**src/rtl/prog_loader_if.sv**
```systemverilog
// rtl/prog_loader_if.sv - byte-stream input and instruction-memory write bus of the program loader
interface prog_loader_if #(
  parameter int ADDR_W = 8
);
  logic [7:0]        in_data;
  logic              in_valid;
  logic              in_ready;
  logic              mem_we;
  logic [ADDR_W-1:0] mem_addr;
  logic [7:0]        mem_wdata;

  modport master (
    output in_data, in_valid,
    input  in_ready, mem_we, mem_addr, mem_wdata
  );

  modport slave (
    input  in_data, in_valid,
    output in_ready, mem_we, mem_addr, mem_wdata
  );
endinterface

```
**src/rtl/prog_loader.sv**
```systemverilog
// rtl/prog_loader.sv - framed byte-stream program loader writing instruction memory; holds the core until a good image lands
// Optional inter-byte timeout enabled by defining PROG_LOADER_TIMEOUT_EN.
module prog_loader #(
  parameter int         ADDR_W    = 8,
`ifdef PROG_LOADER_TIMEOUT_EN
  parameter int         TIMEOUT_CYC = 1024,
`endif
  parameter logic [7:0] SYNC_BYTE = 8'hA5
) (
  input  logic         clk,
  input  logic         CLB,
  prog_loader_if.slave bus,
  output logic         core_hold,
  output logic         done,
  output logic         err
);

  localparam int          CNT_W     = ADDR_W + 1;
  localparam logic [31:0] MEM_DEPTH = 32'd1 << ADDR_W;

  typedef enum logic [2:0] {
    S_IDLE,
    S_LEN,
    S_DATA,
    S_CSUM,
    S_DONE,
    S_ERROR
  } state_t;

  state_t            state_q, state_d;
  logic [7:0]        sum_q, sum_d;
  logic [CNT_W-1:0]  count_q, count_d;
  logic [CNT_W-1:0]  idx_q, idx_d;
  logic              mem_we_q, mem_we_d;
  logic [ADDR_W-1:0] mem_addr_q, mem_addr_d;
  logic [7:0]        mem_wdata_q, mem_wdata_d;
  logic              done_q, done_d;
  logic              err_q, err_d;
  logic              core_hold_q, core_hold_d;
  logic              in_ready;
  logic              accept;
  logic [8:0]        len_plus1;
  logic [CNT_W-1:0]  idx_inc;

`ifdef PROG_LOADER_TIMEOUT_EN
  localparam int TMO_W = $clog2(TIMEOUT_CYC + 1);
  logic [TMO_W-1:0] tmo_q, tmo_d;
`endif

  // DONE is the only state that refuses bytes; the image is frozen until reset
  assign in_ready = (state_q != S_DONE);
  assign accept   = bus.in_valid && in_ready;

  always_comb begin
    state_d     = state_q;
    sum_d       = sum_q;
    count_d     = count_q;
    idx_d       = idx_q;
    mem_we_d    = 1'b0;
    mem_addr_d  = mem_addr_q;
    mem_wdata_d = mem_wdata_q;
    len_plus1   = {1'b0, bus.in_data} + 9'd1;
    idx_inc     = idx_q + CNT_W'(1);

    unique case (state_q)
      S_IDLE, S_ERROR: begin
        if (accept && bus.in_data == SYNC_BYTE) state_d = S_LEN;
      end
      S_LEN: begin
        if (accept) begin
          if (32'(len_plus1) > MEM_DEPTH) begin
            state_d = S_ERROR;
          end else begin
            count_d = CNT_W'(len_plus1);
            idx_d   = '0;
            sum_d   = 8'd0;
            state_d = S_DATA;
          end
        end
      end
      S_DATA: begin
        if (accept) begin
          mem_we_d    = 1'b1;
          mem_addr_d  = idx_q[ADDR_W-1:0];
          mem_wdata_d = bus.in_data;
          sum_d       = sum_q + bus.in_data;
          idx_d       = idx_inc;
          if (idx_inc == count_q) state_d = S_CSUM;
        end
      end
      S_CSUM: begin
        if (accept) state_d = (8'(sum_q + bus.in_data) == 8'd0) ? S_DONE : S_ERROR;
      end
      S_DONE: state_d = S_DONE;
      default: state_d = S_IDLE;
    endcase

`ifdef PROG_LOADER_TIMEOUT_EN
    // counter measures idle cycles since the last accepted byte of an open frame
    tmo_d = '0;
    if (!accept && (state_q == S_LEN || state_q == S_DATA || state_q == S_CSUM)) begin
      if (tmo_q == TMO_W'(TIMEOUT_CYC)) state_d = S_ERROR;
      else                              tmo_d   = tmo_q + TMO_W'(1);
    end
`endif

    done_d      = (state_d == S_DONE);
    err_d       = (state_d == S_ERROR);
    core_hold_d = (state_d != S_DONE);
  end

  always_ff @(posedge clk) begin
    if (CLB) begin
      state_q     <= S_IDLE;
      sum_q       <= 8'd0;
      count_q     <= '0;
      idx_q       <= '0;
      mem_we_q    <= 1'b0;
      mem_addr_q  <= '0;
      mem_wdata_q <= 8'd0;
      done_q      <= 1'b0;
      err_q       <= 1'b0;
      core_hold_q <= 1'b1;
`ifdef PROG_LOADER_TIMEOUT_EN
      tmo_q       <= '0;
`endif
    end else begin
      state_q     <= state_d;
      sum_q       <= sum_d;
      count_q     <= count_d;
      idx_q       <= idx_d;
      mem_we_q    <= mem_we_d;
      mem_addr_q  <= mem_addr_d;
      mem_wdata_q <= mem_wdata_d;
      done_q      <= done_d;
      err_q       <= err_d;
      core_hold_q <= core_hold_d;
`ifdef PROG_LOADER_TIMEOUT_EN
      tmo_q       <= tmo_d;
`endif
    end
  end

  assign bus.in_ready  = in_ready;
  assign bus.mem_we    = mem_we_q;
  assign bus.mem_addr  = mem_addr_q;
  assign bus.mem_wdata = mem_wdata_q;
  assign done          = done_q;
  assign err           = err_q;
  assign core_hold     = core_hold_q;

endmodule
```
**src/flat_wrapper.sv**
```systemverilog
// flat-port wrapper written by rule: the top's interface ports become plain ports
module prog_loader_flat 
#(
  parameter int         ADDR_W    = 8,

  parameter logic [7:0] SYNC_BYTE = 8'hA5
)
  (clk, CLB, core_hold, done, err, bus_in_data, bus_in_valid, bus_in_ready, bus_mem_we, bus_mem_addr, bus_mem_wdata);
  prog_loader_if #(.ADDR_W(ADDR_W)) bus_i ();
  input  logic clk;
  input  logic CLB;
  output logic core_hold;
  output logic done;
  output logic err;
  input wire logic [$bits(bus_i.in_data)-1:0] bus_in_data;
  input wire logic [$bits(bus_i.in_valid)-1:0] bus_in_valid;
  output wire logic [$bits(bus_i.in_ready)-1:0] bus_in_ready;
  output wire logic [$bits(bus_i.mem_we)-1:0] bus_mem_we;
  output wire logic [$bits(bus_i.mem_addr)-1:0] bus_mem_addr;
  output wire logic [$bits(bus_i.mem_wdata)-1:0] bus_mem_wdata;
  assign bus_i.in_data = bus_in_data;
  assign bus_i.in_valid = bus_in_valid;
  assign bus_in_ready = bus_i.in_ready;
  assign bus_mem_we = bus_i.mem_we;
  assign bus_mem_addr = bus_i.mem_addr;
  assign bus_mem_wdata = bus_i.mem_wdata;
  prog_loader #(.ADDR_W(ADDR_W), .SYNC_BYTE(SYNC_BYTE)) u_core (.clk(clk), .CLB(CLB), .bus(bus_i), .core_hold(core_hold), .done(done), .err(err));
endmodule
```
**config.mk**
```make
export PLATFORM = sky130hd
export DESIGN_NAME = prog_loader_flat
export DESIGN_NICKNAME = d
export VERILOG_FILES = /design/src/rtl/prog_loader_if.sv /design/src/rtl/prog_loader.sv /design/src/flat_wrapper.sv
export SDC_FILE = /design/constraint.sdc
export NUM_CORES = 1
export LEC_CHECK = 0
export ABC_AREA = 1
export CAP_MARGIN = 20
export CORE_ASPECT_RATIO = 0.5
export CORE_MARGIN = 4
export CORE_UTILIZATION = 45
export CTS_BUF_LIST = sky130_fd_sc_hd__clkbuf_8
export DETAILED_ROUTE_END_ITERATION = 8
export DONT_BUFFER_PORTS = 1
export PLACE_DENSITY = 0.73
export SYNTH_ARGS = -nofsm -noshare
export SYNTH_HDL_FRONTEND = slang
export SYNTH_SLANG_ARGS = --single-unit
```
**constraint.sdc**
```tcl
create_clock -name clk -period 2.2 [get_ports clk]
set_input_delay 0.66 -clock clk [delete_from_list [all_inputs] [get_ports clk]]
set_output_delay 0.66 -clock clk [all_outputs]
set_load 0.05 [all_outputs]
```
Word-level counts from Yosys, hierarchy flattened. Cells that the tools add are included.

$add $sub $neg: 3. Order comparisons: 1. Equality and inequality tests: 14. Muxes and demuxes: 17. Bitwise gates (word level): 2. Reductions and logical operators: 10.

Operators with widths (number): 9-bit two-way mux (3); 8-bit two-way mux (3); 3-bit two-way mux (6); 9-bit one-hot mux with 2 select lines (1); 8-bit one-hot mux with 2 select lines (1); 3-bit one-hot mux with 5 select lines (1); 3-bit equality test (second input constant) (4); 8-bit by 1-bit adder with 9-bit output (second input constant) (1); 9-bit by 1-bit adder with 9-bit output (second input constant) (1); 9-bit equality test (1); 9-bit > comparator (second input constant) (1); 8-bit adder (1); 8-bit equality test (second input constant) (1); 8-bit zero test (1); 3-bit by 2-bit equality test with 1-bit output (second input constant) (2); 3-bit inequality test (second input constant) (2); 2-bit by 1-bit inequality test with 1-bit output (second input constant) (2); 4-bit AND reduction (1); 2-bit OR reduction (2); 3-bit by 1-bit equality test with 1-bit output (second input constant) (1); 3-bit zero test (1); 3-bit AND reduction (1); 1-bit logical AND (2); 1-bit two-way mux (2); 4 further kinds (5).

Register bits after elaboration: 49. Input bits: 11. Output and inout bits: 21. Logic and storage cells: 57.

Depth between registers and ports, before layout. Gate-level depths: netlist (run 1).

Word-level depth: 6. Gate-level depth with buffers: 14.

Worst setup path before layout (run 1). No wires, ideal clock.

Path kind: input to register. From: in bus_in_data[0]. To: reg u_core.state_q[0]. Data arrival time: 2.084 ns. Data required time: 2.090 ns. Path slack: 0.006 ns. Stages: 12. Cell sequence: ha_1 fa_1 xnor2_1 nand2_1 nor2_1 nand3_1 nor2_1 nand3_1 nand2_1 nand3_1 nand2_1 inv_1.

Longest elaborated chain between the ends: 5. Elaborated cells on any way between the ends: 12.

Ends and longest elaborated chain: from (decl) (RTL line flat_wrapper.sv:15) `input wire logic [$bits(bus_i.in_data)-1:0] bus_in_data;`; 8-bit by 1-bit adder with 9-bit output / 8-bit adder (equally long branches) (RTL line prog_loader.sv:62, prog_loader.sv:92); 9-bit > comparator / 8-bit zero test (equally long branches) (RTL line prog_loader.sv:71, prog_loader.sv:92); 3-bit two-way mux / 1-bit two-way mux (equally long branches) (RTL line prog_loader.sv:71, prog_loader.sv:92); 3-bit two-way mux, on equally long branches (RTL line prog_loader.sv:70, prog_loader.sv:92); 3-bit one-hot mux with 5 select lines (*) (RTL line prog_loader.sv:65) `unique case (state_q)`; to (signal assigned) (RTL line prog_loader.sv:128) `state_q <= state_d;`; to (decl) (RTL line prog_loader.sv:30) `state_t state_q, state_d;`.

Every way passes the cells marked *; elsewhere a longest branch is shown, timed or not. A chain may end at the register's enable or synchronous reset.

Final worst setup path (run 1). Ends and elaborated chain as after synthesis.

==> flow_summary.toml, run 1 <==
[run_status]
status = "finished clean"

[clock_network]
cts_tree = "yes"
cts-root-buf = "clkbuf_8"
ctsHoldBuffers = 0
cts.path.max_buffers = 2
clock_latency_ns = 0.31
clkSinkCount = 49
clkTransAtPathRegs_ns = 0.10
htree_levels = 2
cts.repair.resized = 0
post_cts_buffers = 0
cts_made_buffers = 5

[routing]
routed_wl_mm = 6.42
drc_errors = 0
vias = 2430
wire_per_inst_um = 13.6
drt_iter0_markers = 154
vias_per_cell = 5.16
antenna_left = 0
dr.pass1.iters = 5

[power]
power_frac_seq_pct = 57.8
p_int_uw = 1170
power_frac_clock_pct = 37.4
power.density_mw_per_mm2 = 530
power.switching_uw = 368
netSwitchingFraction_pct = 23.9
power_leakage_uw = 0.00128
p_total_uw = 1540
combPwrFrac_pct = 4.8
ir_worst_vdd_mv = 0.226

[timing]
finalSetupViolCount = 0
fin_ws_ns = 0.188
period_share_pct = 91.5
rsz0062_at_grt = "false"
hold_violations = 0
tns_ns = 0
drv_slew = 0
hold_slack_ns = 0.403
worst_pin_slew_ns = 0.520
fmaxAchievable_mhz = 497
relSlewSlack_pct = 65.3
skew_ns = 0.00816
min_period_ns = 2.01

[grt]
grt_pass1_vias = 2401
antenna_found_initial = 0
grt_usage_pct = 17.8
globalRouteOverflowTotal = 0
grt_max_degree = 19
grt_first_pass_wirelength_mm = 11.1

[yosys]
yosysSeqAreaShare_pct = 36.0
synthTopCellsByArea = "dfxtp_1, nand2_1, nor2_1"
syn_nets = 416
synth_top_area_share_pct = 36.0
yosysUniqueCellTypes = 33
netlist_area_mm2 = 0.00272
synth_top_cell_by_area = "dfxtp_1"
synth_common_cells = "nand2_1, nor2_1, dfxtp_1, inv_1, o21ai_0"
synthCells = 394
ys_seq_elements = 49
synth_enable_flop_cells = 0
ys_warn_count = 0
synth_area_per_cell_um2 = 6.91
synthFlopType = "dfxtp_1"
ys_async_sr_fraction_pct = 0
yosys.cell_count.top_type = "nand2_1"

[finish]
num-fill-cells = 587
drive_above_1_share_pct = 9.30
antenna-diode-count = 0
nets = 419
areaGrowthSynthToFinish_pct = 6.48
fin_util_pct = 51.2

[floorplanning]
dieArea_mm2 = 0.00743
fp.dieH_um = 63
coreArea_mm2 = 0.00566
start_util_pct = 48.1
dieWidth_um = 118
io_pins = 32
rows = 19

[critical_path]
end_kind = "register"
r2r_start = "u_core.sum_q[0]$_SDFFE_PP0P_"
crit_start = "bus_in_data[0]"
critical_path_peak_fanout = 6
worst_ep_required_time_ns = 2.41
critPathKind = "input port to register"
worst_ep_arrival_time_ns = 2.22
start_kind = "input port"
r2r_slack_ns = 0.21

[place]
hpwl_mm = 4.71
place.gp.congestion = 0.907
port_buffers = 0
place_ws_ns = -0.110

[run]
cap_viol_max_count = 0

[min_path]
hold_class = "input port to register"
hold_start = "CLB"
-- worst paths after layout --
kind | end | cells past startpoint
min reg2reg | u_core.count_q[5]$_SDFFE_PP0P_ | 2
max reg2reg | u_core.state_q[0]$_SDFF_PP0_ | 12
max | u_core.state_q[0]$_SDFF_PP0_ | 12
min | u_core.idx_q[5]$_SDFFE_PP0P_ | 1
-- layout by cell type, fill, tap and decap left out, types with 6 or more instances in the layout --
cell type | Yosys | final
nor2_1 | 50 | 50
nand2_1 | 78 | 78
dfxtp_1 | 49 | 49
nand4_1 | 10 | 10
nand3_1 | 25 | 25
clkbuf_8 | 0 | 6
inv_1 | 46 | 46
o21ai_1 | 7 | 7
o21ai_0 | 37 | 37
ha_1 | 10 | 10
a21oi_1 | 32 | 32
buf_4 | 1 | 8
nand2_2 | 6 | 6
-- stage by stage --
stage / cells / instance area [µm²]
finish: 471 / 2900
global route: 471 / 2900
CTS: 471 / 2900
detailed placement: 463 / 2800
global placement: 463 / 2800
floorplan: 394 / 2720
-- kinds of logic (layout without fill, tap and decap cells) --
| family | Yosys count | count (layout) | share of synthesized area [%] |
|---|---|---|---|
| fa+ha+maj | 11 | 11 | 5.33 |
| buf+inv | 62 | 66 | 9.60 |
| compound gates | 83 | 83 | 16.1 |
| flops | 49 | 49 | 36.0 |
| xor+xnor | 8 | 8 | 2.57 |
| simple gates | 181 | 181 | 30.3 |
-- flip-flops by register name, indices dropped and copies added (netlist names) --
| signal | cells |
|---|---|
| u_core.bus.mem_wdata | 8 |
| u_core.err | 1 |
| u_core.state_q | 3 |
| u_core.bus.mem_addr | 8 |
| u_core.idx_q | 9 |
| u_core.sum_q | 8 |
| u_core.core_hold | 1 |
| u_core.bus.mem_we | 1 |
| u_core.done | 1 |
| u_core.count_q | 9 |
-- worst max-delay path: stages --
cell and delay (ns):
ha_1 0.21, fa_1 0.42, xnor2_1 0.20, nand2_1 0.07
nor2_1 0.08, nand3_1 0.07, nor2_1 0.10, nand3_1 0.09
nand2_1 0.08, nand3_1 0.12, nand2_1 0.08, inv_1 0.04
-- per-layer routing --
metal / global-route usage (%) / part of all wire [%] / up-vias
met5: 0 / 0 / -
met4: 5.40 / 1.2 / 0
met3: 3.71 / 5.5 / 8
met2: 29.4 / 44 / 52
met1: 23.6 / 50 / 1089
li1: - / - / 1281
-- layout make-up --
| cell class | instances | area [µm²] | area share [%] |
|---|---|---|---|
| timing repair buffer | 8 | 60.1 | 2.07 |
| inverter | 50 | 190 | 6.56 |
| sequential | 49 | 981 | 33.8 |
| clock buffer | 6 | 82.6 | 2.85 |
| tap | 73 | 91.3 | 3.15 |
| clock inverter | 2 | 13.8 | 0.475 |
| multi-input combinational | 283 | 1480 | 51.1 |
-- power groups by stage --
stage | clock, µW | sequential [µW] | combinational [µW]
floorplan | 0 | 909 | 62.4
global placement | 0 | 909 | 71.9
detailed placement | 0 | 909 | 72.3
CTS | 578 | 888 | 73.0
global route | 621 | 888 | 82.4
finish | 575 | 888 | 73.2
(Power assumes the default switching activity.)
==> run 2, diff against run 1 <==
Settings changed: PLACE_DENSITY 0.73 to 0.71.
Clock period 2.2 ns to 2 ns, I/O delays scaled along.
==> flow_summary.toml, run 2 (synthesis results as in run 1) <==
[critical_path]
critPathKind = "register to register"
r2r_start = "u_core.sum_q[0]$_SDFFE_PP0P_"
start_kind = "register"
critPathMaxStageDelay_ns = 0.44
critical-path-top-delay-family = "simple AND/OR/NAND/NOR gates"
worst_ep_arrival_time_ns = 2.11
crit_start = "u_core.sum_q[0]$_SDFFE_PP0P_"
worst_ep_required_time_ns = 2.22
crit_slowest_cell = "fa_2"
critical_path_peak_fanout = 3
end_kind = "register"
path_buf_inv = 1
r2r_slack_ns = 0.12
worstPathCellList = "ha_4 -> fa_2 -> nor2_1 -> nand2_1 -> nor2_1 -> nand3_1 -> nor2_1 -> nand3_1 -> nand2_1 -> nand3_2 -> nand2_1 -> inv_1"

[timing]
finalSetupViolCount = 0
fmaxAchievable_mhz = 531
rsz0062_at_grt = "false"
hold_slack_ns = 0.333
worst_pin_slew_ns = 0.516
period_share_pct = 94.2
skew_ns = 0.0103
relSlewSlack_pct = 65.6
drv_slew = 0
min_period_ns = 1.88
hold_violations = 0

[finish]
layout_common_cells = "nand2_1, nor2_1, dfxtp_1"
nets = 424
num-fill-cells = 540
drive_above_1_share_pct = 11.7
design_area_mm2 = 0.00299
areaGrowthSynthToFinish_pct = 9.97
antenna-diode-count = 0
instances_no_fill = 476
fin_util_pct = 52.9
final_common_cell = "nand2_1"
top_regs = "u_core.count_q x9, u_core.idx_q x9"

[clock_network]
clock_latency_ns = 0.31
clkSinkCount = 49
cts_tree = "yes"
post_cts_buffers = 0
cts_made_buffers = 5
clkTransAtPathRegs_ns = 0.10
ctsHoldBuffers = 0
cts-root-buf = "clkbuf_8"
cts.path.max_buffers = 2
htree_levels = 2

[min_path]
hold_class = "input port to register"
hold_start = "CLB"

[power]
ir_worst_vdd_mv = 0.282
power.density_mw_per_mm2 = 603
p_total_uw = 1800
power_leakage_uw = 0.00133

[floorplanning]
start_util_pct = 48.1
rows = 19
dieArea_mm2 = 0.00743
io_pins = 32
fp.dieH_um = 63
coreArea_mm2 = 0.00566
dieWidth_um = 118

[routing]
routed.top_layer = "met4"
antenna_left = 0
drc_errors = 0
met2WireLength_mm = 3.09
vias_per_cell = 5.20
dr.pass1.iters = 4
vias = 2474
dr_wl_met3_um = 331
drt-met1-wl_mm = 3.16
drt_iter0_markers = 98
wire_per_inst_um = 14.2
routed_wl_mm = 6.74

[grt]
grt_pass1_vias = 2258
grt_max_degree = 30
globalRouteOverflowTotal = 0
grt_first_pass_wirelength_mm = 11.0
grt_usage_pct = 18.1
antenna_found_initial = 0

[place]
port_buffers = 0
place.gp.congestion = 0.918
postPlaceCellArea_mm2 = 0.00288
place_inst = 468
hpwl_mm = 5.06

[run]
cap_viol_max_count = 0

[run_status]
status = "finished clean"
## run 2: metrics by stage
step	worst slack (ns)	setup TNS (ns)
6_report	0.116	0
5_1_grt	0.00443	0
4_1_cts	0.0842	0
3_5_place_dp	-0.160	-0.478
3_3_place_gp	-0.129	-0.377
2_1_floorplan	0.00605	0
## run 2: cell type report
cell class | instances | area (µm²) | area share [%]
Timing Repair Buffer | 13 | 110 | 3.68
Inverter | 50 | 190 | 6.35
Tap cell | 73 | 91.3 | 3.05
Multi-Input combinational cell | 283 | 1510 | 50.4
Clock inverter | 3 | 43.8 | 1.46
Sequential cell | 49 | 982 | 32.8
Clock buffer | 5 | 68.8 | 2.30
## run 2: worst paths after layout
kind	endpoint	depth (start not counted)
setup reg to reg	u_core.err$_SDFF_PP0_	12
setup / recovery	u_core.err$_SDFF_PP0_	12
hold / removal	u_core.idx_q[8]$_SDFFE_PP0P_	1
hold reg to reg	u_core.count_q[4]$_SDFFE_PP0P_	2
## run 2: metal layers
metal | global-route usage (%) | vias up
met3 | 4.34 | 13
met2 | 29.7 | 57
met1 | 23.3 | 1120
met5 | 0 | -
met4 | 7.01 | 0
li1 | - | 1284
## run 2: power by group
group | switching [µW] | internal, µW
sequential | 1.32 | 976
combinational | 55.1 | 31.9
clock | 365 | 376
## run 2: timing repair
item / in CTS / in global routing
endpoints found under the hold margin: 0 / 0
resized for setup: 0 / 1
setup endpoints to repair: 0 / 2
